$ cat src/rtl/mux_arbiter_2ch.sv
// Round-robin owner of a shared 2:1 WIDTH-bit mux: grants one requester per burst,
// drives the mux select and exposes the selected data over a valid/ready handshake.
module mux_arbiter_2ch #(
    parameter int WIDTH     = 8,
    parameter int MAX_BURST = 4
) (
    input  logic             clk,
    input  logic             rst,
    input  logic             req0,
    input  logic             req1,
    input  logic [WIDTH-1:0] data0,
    input  logic [WIDTH-1:0] data1,
    output logic             gnt0,
    output logic             gnt1,
    output logic             sel,
    output logic [WIDTH-1:0] out_data,
    output logic             out_valid,
    input  logic             out_ready
);

    localparam int CW = $clog2(MAX_BURST + 1);
    localparam logic [CW-1:0] CNT_LIMIT = CW'(MAX_BURST);
    localparam logic [CW-1:0] CNT_ZERO  = CW'(0);
    localparam logic [CW-1:0] CNT_ONE   = CW'(1);

    typedef enum logic [1:0] {
        IDLE   = 2'b00,
        GRANT0 = 2'b01,
        GRANT1 = 2'b10
    } state_t;

    state_t          state_r;
    state_t          state_s;
    logic [CW-1:0]   cnt_r;
    logic [CW-1:0]   cnt_s;
    logic            last_r;
    logic            last_s;
    logic            sel_r;
    logic            sel_s;
    logic            gnt0_r;
    logic            gnt1_r;
    logic            valid_s;
    logic            accept_s;
    logic            limit_s;
    logic [CW-1:0]   cnt_inc_s;

    // Handshake view of the current grant and burst-limit detection
    always_comb begin
        valid_s   = (gnt0_r & req0) | (gnt1_r & req1);
        accept_s  = valid_s & out_ready;
        cnt_inc_s = cnt_r + CNT_ONE;
        if (accept_s && (cnt_inc_s == CNT_LIMIT)) begin
            limit_s = 1'b1;
        end else begin
            limit_s = 1'b0;
        end
    end

    // Next-state, burst counter, round-robin pointer and select
    always_comb begin
        state_s = state_r;
        cnt_s   = cnt_r;
        last_s  = last_r;
        sel_s   = sel_r;
        case (state_r)
            IDLE: begin
                // On a tie the requester that was not served last wins.
                if (req0 && req1) begin
                    if (last_r) begin
                        state_s = GRANT0;
                        sel_s   = 1'b0;
                    end else begin
                        state_s = GRANT1;
                        sel_s   = 1'b1;
                    end
                    cnt_s = CNT_ZERO;
                end else if (req0) begin
                    state_s = GRANT0;
                    sel_s   = 1'b0;
                    cnt_s   = CNT_ZERO;
                end else if (req1) begin
                    state_s = GRANT1;
                    sel_s   = 1'b1;
                    cnt_s   = CNT_ZERO;
                end else begin
                    state_s = IDLE;
                end
            end
            GRANT0: begin
                if (!req0 || limit_s) begin
                    last_s = 1'b0;
                    if (req1) begin
                        state_s = GRANT1;
                        sel_s   = 1'b1;
                        cnt_s   = CNT_ZERO;
                    end else if (req0) begin
                        state_s = GRANT0;
                        cnt_s   = CNT_ZERO;
                    end else begin
                        state_s = IDLE;
                    end
                end else if (accept_s) begin
                    cnt_s = cnt_inc_s;
                end else begin
                    cnt_s = cnt_r;
                end
            end
            GRANT1: begin
                if (!req1 || limit_s) begin
                    last_s = 1'b1;
                    if (req0) begin
                        state_s = GRANT0;
                        sel_s   = 1'b0;
                        cnt_s   = CNT_ZERO;
                    end else if (req1) begin
                        state_s = GRANT1;
                        cnt_s   = CNT_ZERO;
                    end else begin
                        state_s = IDLE;
                    end
                end else if (accept_s) begin
                    cnt_s = cnt_inc_s;
                end else begin
                    cnt_s = cnt_r;
                end
            end
            default: begin
                state_s = IDLE;
                cnt_s   = CNT_ZERO;
                last_s  = 1'b1;
                sel_s   = 1'b0;
            end
        endcase
    end

    // State, counter, pointer and registered grant/select outputs
    always_ff @(posedge clk) begin
        if (rst) begin
            state_r <= IDLE;
            cnt_r   <= CNT_ZERO;
            last_r  <= 1'b1;
            sel_r   <= 1'b0;
            gnt0_r  <= 1'b0;
            gnt1_r  <= 1'b0;
        end else begin
            state_r <= state_s;
            cnt_r   <= cnt_s;
            last_r  <= last_s;
            sel_r   <= sel_s;
            gnt0_r  <= (state_s == GRANT0);
            gnt1_r  <= (state_s == GRANT1);
        end
    end

    assign gnt0      = gnt0_r;
    assign gnt1      = gnt1_r;
    assign sel       = sel_r;
    assign out_valid = valid_s;
    assign out_data  = sel_r ? data1 : data0;

endmodule

$ cat config.mk
export PLATFORM = sky130hd
export DESIGN_NAME = mux_arbiter_2ch
export DESIGN_NICKNAME = d
export VERILOG_FILES = /design/src/rtl/mux_arbiter_2ch.sv
export SDC_FILE = /design/constraint.sdc
export NUM_CORES = 1
export LEC_CHECK = 0
export CORE_ASPECT_RATIO = 0.75
export CORE_UTILIZATION = 25
export CTS_BUF_LIST = sky130_fd_sc_hd__clkbuf_4 sky130_fd_sc_hd__clkbuf_8 sky130_fd_sc_hd__clkbuf_16
export DETAILED_ROUTE_END_ITERATION = 7
export MAX_ROUTING_LAYER = met4
export PLACE_DENSITY = 0.54
export SYNTH_ARGS = -nofsm -noshare
export SYNTH_HDL_FRONTEND = slang
export SYNTH_SLANG_ARGS = --single-unit
export TNS_END_PERCENT = 100
$ cat constraint.sdc
create_clock -name clk -period 2.82 [get_ports clk]
set_input_delay 0.564 -clock clk [delete_from_list [all_inputs] [get_ports clk]]
set_output_delay 0.564 -clock clk [all_outputs]
set_load 0.01 [all_outputs]
* Word-level counts from Yosys, hierarchy flattened
Index checks and enable logic that the tools add are counted.
** Cells by class
- Mux-type cells :: 31
- Bitwise logic cells :: 5
- Add/subtract/negate cells :: 1
- Reductions and logical operators :: 9
- Equality and inequality tests :: 9
** Operators with widths (number)
- $mux 3 :: 8
- $mux 2 :: 7
- $mux 1 :: 11
- $pmux 3 s3 :: 1
- $mux 8 :: 1
- $ne 2x2->1 const B :: 3
- $pmux 1 s3 :: 2
- $pmux 2 s3 :: 1
- $reduce_and 3->1 :: 2
- $eq 2x1->1 const B :: 2
- $eq 2x2->1 const B :: 2
- $ne 4x4->1 const B :: 1
- $add 3x1->3 const B :: 1
- $and 1x1->1 :: 3
- $eq 3x3->1 const B :: 1
- $logic_and 1x1->1 :: 2
- $logic_not 1->1 :: 2
- $logic_not 2->1 :: 1
- $logic_or 1x1->1 :: 2
- $not 1->1 :: 1
- $or 1x1->1 :: 1
** Word-level totals
- Word-level logic and storage cells :: 61
- Output and inout port bits :: 12
- Register bits :: 9

* Depth between registers and ports, before layout
- Depth after elaboration :: 9
- Depth in mapped cells :: 6
- Gate-level depth less buffers :: 5

* Worst setup path before layout
Ideal clock, no wire load.
- Path kind :: input to register
- From :: input port req0
- To :: register last_r
- Buffers on the path :: 1
- Data required time :: 2.698 ns
- Arrival time :: 1.548 ns
- Stages :: 5
- Library setup time :: 0.122 ns
- Slack :: 1.151 ns
- Cell sequence :: buf_6 -> a22oi_4 -> inv_2 -> a32o_2 -> a221o_1
** On the way
- Word-level cells in the longest chain between the ends :: 8
- Elaborated cells between the ends (all ways) :: 11
- Those cells by class :: 2 x eq/ne; 1 x mux; 3 x bitwise; 5 x reduce/logical
** Ends and longest elaborated chain
- from (decl) :: RTL line 9 : input logic req0,
- $and 1x1->1 (*) :: RTL line 49 : valid_s = (gnt0_r & req0) | (gnt1_r & req1);
- $or 1x1->1 (*) :: RTL line 49
- net out_valid :: RTL line 17 : output logic out_valid,
- $and 1x1->1 (*) :: RTL line 50 : accept_s = valid_s & out_ready;
- $logic_and 1x1->1 (*) :: RTL line 52 : if (accept_s && (cnt_inc_s == CNT_LIMIT)) begin
- $mux 1 (*) :: RTL line 52
- $logic_or 1x1->1 (on tied branches) :: RTL line 109, 90
- $ne 2x2->1 (no source line)
- $reduce_and 3->1 (no source line) (*)
- to (signal assigned) :: RTL line 148 : last_r <= last_s;
- to (decl) :: RTL line 36 : logic last_r;
The timed path passes the listed nets; every way through them passes the cells marked *.
A chain may end at the register's enable or synchronous reset.

* Worst setup path in the final report
- From :: input port req1
- To :: output port out_valid
** On the way
- Word-level cells in the longest chain between the ends :: 2
** Ends and longest elaborated chain
- from (decl) :: RTL line 10 : input logic req1,
- $and 1x1->1 :: RTL line 49
- $or 1x1->1 :: RTL line 49
- to (decl) :: RTL line 17
Every way passes these cells.

==> flow_summary.ini <==
[critical_path]
critPathBufInv = 3
crit_family = buffers and inverters
critPathCaptureType = output pin
crit_path_start_kind = input port
arrival_ns = 1.81
worstPathCellList = clkdlybuf4s50_1, a22oi_4, inv_2, clkdlybuf4s50_1
cpPeakStageDelay_ns = 0.55
worstPathRequired_ns = 2.26
reg2reg_from = cnt_r[0]
crit_fanout = 5
crit_start = req1
crit_path_frequent_cell = clkdlybuf4s50_1
cp_slowest_cell = clkdlybuf4s50_1
crit_type = in -> out

[sta]
whs_ns = 0.495
slew_headroom_pct = 61.4
report.final.slew_viol_count = 0
setup_viol = 0
fin_skew_ns = 0.00419
tns_ns = 0
finalHoldViolCount = 0
final.setup.worst_slack_ns = 0.448
fmax_ghz = 0.422
finalCritPeriodShare_pct = 84.1
post-route-min-period_ns = 2.37
worst_pin_slew_ns = 0.571
rsz0062_at_grt = false

[synthesis]
yosys.area.top_type_share_pct = 28.0
syn_area_um2 = 644
synth_area_leader_cell = dfxtp_1
ys.warnings.count = 0
synth_cell_type_count = 35
synth_area_per_cell_um2 = 8.59
seq_area_frac_synth_pct = 28.0
synth_flop_cell = dfxtp_1
ys_ff_latch = 9
syn_inst = 75
syn_nets = 98
async_flop_share_pct = 0
synthTopCellsByCount = dfxtp_1 (9), nand2_1 (9), mux2_2 (8)
synth_enable_flop_cells = 0
synthTopCellsByArea = dfxtp_1 (28%), mux2_2 (14%), nand2_1 (5.2%)

[clock_network]
cts_sinks = 9
cts_buffers = 3
post_cts_buffers = 0
hold_buffers = 0
clk_latency_ns = 0.26
htree_num_levels = 1
root_buffer = clkbuf_4
cts_tree = built
clk_pin_slew_worst_paths_ns = 0.06
ctsResizeCount = 0
cts.path.max_buffers = 2

[floorplan]
die_h_um = 46.0
die_area_um2 = 2790
initial_core_util_pct = 27.2
io_pins = 33
rows = 15
core_area_um2 = 2360
dieWidth_um = 60.6

[drt]
post_drt_wl_per_cell_um = 11.9
vias = 682
ant_nets = 0
via_per_inst = 4.80
drt_iter0_markers = 19
routed_wirelength_mm = 1.69
dr.pass1.iters = 4
drc_errors = 0

[power]
ir_drop_mv = 0.171
p_leak_nw = 0.407
power_density_nw_per_um2 = 367

[placed_design]
portBuffers = 32
dp_worst_setup_slack_ns = 0.442
dp_cells = 138
gp_congestion = 0.819
hpwl_mm = 1.41

[cells_and_area]
final_core_util_pct = 43.2
drive_gt1_share_pct = 20.4
n_antenna_cell = 0
fin_cells = 142
nNetsFinal = 132
area_growth_pct = 58.6

[min_path]
worstHoldPathType = reg -> reg
worstHoldStart = cnt_r[2]

[run]
cap_violations = 0

[global_route]
antenna_found_initial = 0
first_global_vias = 581
grt_max_degree = 12
grt_pass1_wl_mm = 2.57
grt_usage_pct = 13.4
gr-total-overflow = 0

[run_status]
status = complete, no violations
==> worst register-to-register path, cell delays in order (launching register included) <==
cell and delay (ns):
dfxtp_1 0.37, ha_1 0.22, xor2_1 0.23, and3_2 0.27, o21ai_0 0.12, a221oi_1 0.30
==> sequential cells by signal (all words and copies together) (netlist names) <==
name / count
last_r: 1
sel: 1
cnt_r: 3
gnt1: 1
gnt0: 1
state_r: 2
==> report_power, final <==
part	switching (mW)	total (mW)	internal [mW]
Combinational	0.0416	0.118	0.0764
Clock	0.0470	0.111	0.0643
Sequential	0.0127	0.146	0.134
Total	0.101	0.376	0.274
==> cells by family after synthesis <==
group	after synthesis	synth area share, %
buffers and inverters	8	6.41
DFF	9	28.0
xor gates and xnor gates	1	1.36
adders and majority gates	2	3.88
muxes	9	15.5
AOI/OAI and AO/OA	20	23.9
and+or+nand+nor	26	21.0
==> layout by cell type (no fill, tap or decap), types with 4 or more instances in the layout <==
cell | Yosys | layout
nand2_1 | 9 | 9
clkdlybuf4s50_1 | 0 | 32
mux2_2 | 8 | 8
dfxtp_1 | 9 | 9
a21oi_1 | 4 | 4
o21ai_0 | 5 | 5
clkbuf_4 | 0 | 4
nor2_1 | 5 | 5
==> per-layer routing <==
| metal | vias to the layer above | part of all wire [%] | track usage, % | wire length [um] |
|---|---|---|---|---|
| met5 | - | 0 | - | 0 |
| li1 | 341 | - | - | - |
| met2 | 14 | 43 | 16.3 | 736 |
| met3 | 0 | 4.8 | 6.25 | 81 |
| met4 | 0 | 0 | 2.73 | 0 |
| met1 | 327 | 52 | 19.4 | 875 |
==> per-stage QoR <==
step	total power, mW	instance area, um^2
2_1_floorplan	0.201	644
3_3_place_gp	0.267	992
3_5_place_dp	0.267	992
4_1_cts	0.380	1020
5_1_grt	0.394	1020
6_report	0.376	1020
==> path summary, 6_finish.rpt <==
path                end  cells after the start  slack [ns]
min reg2reg    cnt_r[2]                      2        0.50
min            cnt_r[2]                      2        0.50
max           out_valid                      4        0.45
max reg2reg  state_r[0]                      5        1.20
==> final cells by class <==
type,count,area (um^2)
fillers,247,1340
multi-input cells,58,423
repair buffers,34,335
flip-flops and latches,9,180
well taps,34,42.5
clock buffers,4,30.0
inverters,3,11.3
(Power assumes the default switching activity.)
